`src/rtl/timer_share_ctrl.sv`:
```
// Round-robin controller that time-shares one up-counter between NREQ requesters.
// A winner gets the counter for len cycles, then receives a one-cycle done pulse.
module timer_share_ctrl #(
    parameter int NREQ = 4,
    parameter int CW   = 8
) (
    input  logic               clk,
    input  logic               reset,
    input  logic [NREQ-1:0]    req,
    input  logic [NREQ*CW-1:0] len,
    input  logic               abort,
    output logic [NREQ-1:0]    grant,
    output logic               busy,
    output logic [NREQ-1:0]    done,
    output logic [CW-1:0]      cout
);

    localparam int PW = (NREQ > 1) ? $clog2(NREQ) : 1;

    typedef enum logic [1:0] {S_IDLE, S_RUN, S_DONE} state_t;

    state_t          r_state;
    logic [NREQ-1:0] r_grant;
    logic            r_busy;
    logic [NREQ-1:0] r_done;
    logic [CW-1:0]   r_cout;
    logic [CW-1:0]   r_target;
    logic [PW-1:0]   r_ptr;
    logic [PW-1:0]   r_owner;

    logic            w_found;
    logic [PW-1:0]   w_winner;
    logic [CW-1:0]   w_winLen;
    logic [NREQ-1:0] w_winOneHot;
    logic [PW-1:0]   w_nextPtr;

    assign grant = r_grant;
    assign busy  = r_busy;
    assign done  = r_done;
    assign cout  = r_cout;

    // First requester found scanning upward from r_ptr, wrapping around.
    always_comb begin
        w_found  = 1'b0;
        w_winner = '0;
        for (int k = 0; k < NREQ; k++) begin
            if (!w_found && req[(int'(r_ptr) + k) % NREQ]) begin
                w_found  = 1'b1;
                w_winner = PW'((int'(r_ptr) + k) % NREQ);
            end
        end
    end

    assign w_winLen    = len[int'(w_winner)*CW +: CW];
    assign w_winOneHot = NREQ'(1) << w_winner;
    assign w_nextPtr   = (r_owner == PW'(NREQ-1)) ? '0 : r_owner + PW'(1);

    always_ff @(posedge clk or posedge reset) begin
        if (reset) begin
            r_state  <= S_IDLE;
            r_grant  <= '0;
            r_busy   <= 1'b0;
            r_done   <= '0;
            r_cout   <= '0;
            r_target <= '0;
            r_ptr    <= '0;
            r_owner  <= '0;
        end else begin
            case (r_state)
                S_IDLE: begin
                    r_done <= '0;
                    r_cout <= '0;
                    if (w_found) begin
                        r_grant  <= w_winOneHot;
                        r_busy   <= 1'b1;
                        r_target <= w_winLen;
                        r_owner  <= w_winner;
                        // A zero-length job skips RUN and completes on the grant edge.
                        if (w_winLen == '0) begin
                            r_state <= S_DONE;
                            r_done  <= w_winOneHot;
                        end else begin
                            r_state <= S_RUN;
                        end
                    end else begin
                        r_grant <= '0;
                        r_busy  <= 1'b0;
                    end
                end
                S_RUN: begin
                    if (abort) begin
                        r_state <= S_IDLE;
                        r_grant <= '0;
                        r_busy  <= 1'b0;
                        r_done  <= '0;
                        r_cout  <= '0;
                        r_ptr   <= w_nextPtr;
                    end else if (r_cout == r_target - CW'(1)) begin
                        r_state <= S_DONE;
                        r_done  <= r_grant;
                    end else begin
                        r_cout <= r_cout + CW'(1);
                    end
                end
                S_DONE: begin
                    // Abort here behaves like normal completion: the pulse already went out.
                    r_state <= S_IDLE;
                    r_grant <= '0;
                    r_busy  <= 1'b0;
                    r_done  <= '0;
                    r_cout  <= '0;
                    r_ptr   <= w_nextPtr;
                end
                default: begin
                    r_state <= S_IDLE;
                    r_grant <= '0;
                    r_busy  <= 1'b0;
                    r_done  <= '0;
                    r_cout  <= '0;
                end
            endcase
        end
    end

endmodule

```
`config.mk`:
```
export PLATFORM = sky130hd
export DESIGN_NAME = timer_share_ctrl
export DESIGN_NICKNAME = d
export VERILOG_FILES = /design/src/rtl/timer_share_ctrl.sv
export SDC_FILE = /design/constraint.sdc
export NUM_CORES = 1
export LEC_CHECK = 0
export BUFFER_PORTS_ARGS = -buffer_cell sky130_fd_sc_hd__buf_2
export CAP_MARGIN = 15
export CORE_MARGIN = 8
export CORE_UTILIZATION = 41
export CTS_BUF_LIST = sky130_fd_sc_hd__clkbuf_16
export DETAILED_ROUTE_END_ITERATION = 10
export PLACE_DENSITY = 0.76
export SKIP_LAST_GASP = 1
export SLEW_MARGIN = 0
export SYNTH_ARGS = -nofsm -noshare
export SYNTH_HDL_FRONTEND = slang
export SYNTH_SLANG_ARGS = --single-unit
export TNS_END_PERCENT = 5
```
`constraint.sdc`:
```
create_clock -name clk -period 2.2 [get_ports clk]
set_input_delay 0.44 -clock clk [delete_from_list [all_inputs] [get_ports clk]]
set_output_delay 0.44 -clock clk [all_outputs]
set_load 0.02 [all_outputs]
```
==> results_dict.tcl <==
set metrics [dict create \
    status "finished, violations left" \
    violations "setup timing" \
    clk_pin_slew_worst_paths_ns 0.05 \
    drcViolationCount 0 \
    r2r_start "r_target[0]" \
    design_power_total_mw 3.58 \
    synth_top_family_by_area "simple AND/OR/NAND/NOR gates" \
    drive_above_1_share_pct 46.2 \
    routed_via_density 5.23 \
    place_hpwl_mm 4.05 \
    yosysSeqAreaShare_pct 38.5 \
    synth.net_count 249 \
    drv_cap 0 \
    port_buffers 55 \
    synth.mux.area_fraction_pct 14.0 \
    clk-insertion-delay-late_ns 0.28 \
    dp_slack_ns -0.239 \
    ys.flop_type "dfrtp_1" \
    setup_viol 13 \
    routed_wl_mm 5.79 \
    critical_path_class "reg2reg" \
    grt_util_all_layers_pct 16.2 \
    crit_path_end_kind "flop" \
    antenna_found_initial 0 \
    syn_area_um2 2010 \
    place_congestion 0.855 \
    async_flop_share_pct 100 \
    initial_utilization_pct 42.6 \
    die_h_um 86.1 \
    synth_warnings 0 \
    reg2regPathDepth 10 \
    grt_pass1_wl_mm 9.54 \
    setup_slack_ns -0.110 \
    hold_violations 0 \
    stdcell_count 366 \
    synthCells 207 \
    drtAntennaViolNets 0 \
    syn_avg_cell_area_um2 9.73 \
    antenna_cells 0 \
    core_um2 4720 \
    hold_slack_ns 0.230 \
    period_minus_slack_ns 2.31 \
    max-slew-margin-rel_pct 62.7 \
    rows 25 \
    rsz0062_at_grt "true" \
    syn2layout_area_growth_pct 41.9 \
    synth_xor_area_share_pct 7.39 \
    cts_root_buffer "clkbuf_16" \
    period_share_pct 105 \
    rrSetupSlack_ns -0.11 \
    critPathArrivalTime_ns 2.47 \
    worst_pin_slew_ns 0.557 \
    numCtsBuffers 5 \
    reg2reg_to "cout[7]" \
    grt_overflow 0 \
    clock_skew_ns 0.00541 \
    powerDensity_nw_per_um2 1250 \
    placed_cells 350 \
    ys_types 48 \
    fillers 387 \
    synth_compound_gate_area_share_pct 15.7 \
    ys_seq_elements 31 \
    dr.first_iter.drc_count 139 \
    clock_sinks 31 \
    placed_area_um2 2570 \
    start_kind "flop" \
    fmax_mhz 433 \
    worst-path-max-fanout 8 \
    nets 340 \
    die_x_um 86.1 \
    tritoncts "yes" \
    synth-adder-area-share_pct 1.86 \
    power_leakage_nw 1.39 \
    cp_data_required_time_ns 2.36 \
    synth_edf_count 0 \
    regArea_um2 776 \
    drtPass1Iterations 4 \
    num_io_pins 56 \
    synth-simple-area-share_pct 17.9 \
    multiInputGateArea_um2 1220 \
    grt_max_degree 32 \
    ir_worst_vdd_v 0.000644 \
    design_area_um2 2860 \
    fp.dieArea_um2 7410 \
    min_path_type "in2async" \
    wl_per_cell_um 15.8 \
    drv_slew 0 \
    cts_buffer_depth 2 \
    vias 1913 \
    grt_pass1_vias 2063 \
    cts-htree-levels 2 \
]
cell usage in the layout (no fill, tap or decap), types with 2 or more instances in the layout:
master,synthesis,final
nand2_2,2,4
buf_12,0,2
o311ai_4,1,2
nand3_1,3,3
buf_2,1,55
xor2_1,11,11
clkbuf_16,0,5
nand2_1,28,26
dfrtp_1,31,31
mux2i_1,17,17
xnor2_1,6,6
nor3_2,0,2
mux2_2,9,9
a21oi_1,7,6
nor2_1,15,14
nand4_1,4,4
or4_4,2,2
o21ai_0,13,13
buf_4,3,36
ha_1,3,2
a32o_1,4,4
o21a_1,2,2
nor3b_1,4,3
nor3_1,4,2
nand2b_1,3,3
o21ai_2,2,2
inv_1,5,3
inv_2,0,2
nor2_2,1,2
state kept, by name (all words and copies together) (netlist names):
register / count
cout: 8
r_target: 8
done: 4
grant: 4
r_owner: 2
r_ptr: 2
r_state: 2
busy: 1
stage by stage:
step                TNS [ns]  util [%]
floorplan             -0.105         -
global placement       -1.60      54.5
detailed placement     -2.18      54.5
CTS                   -0.821      60.0
global route           -2.52      60.5
finish                -0.911      60.5
Yosys cell counts (all sizes together) (5+ instances only):
cell type	number	area, µm²
dfrtp	31	776
nand2	30	118
mux2i	17	170
nor2	16	62.6
o21ai	16	87.6
xor2	11	96.3
mux2	10	113
a21oi	7	35.0
clkbuf	6	35.0
xnor2	6	52.6
buf	5	38.8
inv	5	18.8
critical path, stage by stage, from the launching register on:
cell	delay, ns
dfrtp_1	0.41
inv_2	0.08
ha_4	0.15
nand2_1	0.06
or4_4	0.49
a211oi_4	0.30
buf_6	0.16
o311ai_4	0.19
nand3_2	0.12
xor2_1	0.18
nor2_1	0.06
power breakdown:
part | internal [mW] | switching (mW)
Sequential | 0.748 | 0.159
Combinational | 0.911 | 0.985
Clock | 0.527 | 0.246
logic make-up after synthesis:
logic type,count (synthesis)
and+or+nand+nor,72
AOI/OAI and AO/OA,41
DFF,31
muxes,27
xor gates and xnor gates,17
buffers and inverters,16
adders and majority gates,3
timing repair:
item                       4_1_cts  5_1_grt
pin swaps                        6        4
resized for setup                9        4
cloned                           1        0
setup endpoints to repair       14       14
setup buffers                    6        1
hold buffers                     0        0
layer usage:
metal / vias up / track usage (%) / wire length [µm]
met3: 12 / 3.44 / 232
met5: - / 0 / 0
met4: 0 / 6.21 / 68
met1: 953 / 16.6 / 2230
li1: 920 / - / -
met2: 28 / 31.0 / 3260
area by class of cell:
class                      instances  share of cell area, %
sequential                        31                   27.1
clock inverter                     3                   1.36
tap                               67                   2.93
multi-input combinational        161                   42.6
clock buffer                       5                   4.38
inverter                           5                  0.657
timing repair buffer              94                   20.9
worst max-delay path by stage:
stage | start | to | slack (ns) | depth (start not counted)
2_1_floorplan | r_target[0] | cout[3] | -0.03 | 11
3_3_place_gp | r_target[0] | done[2] | -0.18 | 9
3_5_place_dp | r_target[1] | done[0] | -0.24 | 9
4_1_cts | r_target[0] | cout[3] | -0.1 | 10
5_1_grt | r_target[2] | done[3] | -0.22 | 9
6_report | r_target[0] | cout[7] | -0.11 | 10
No activity file was read; power rests on OpenSTA's default activity.
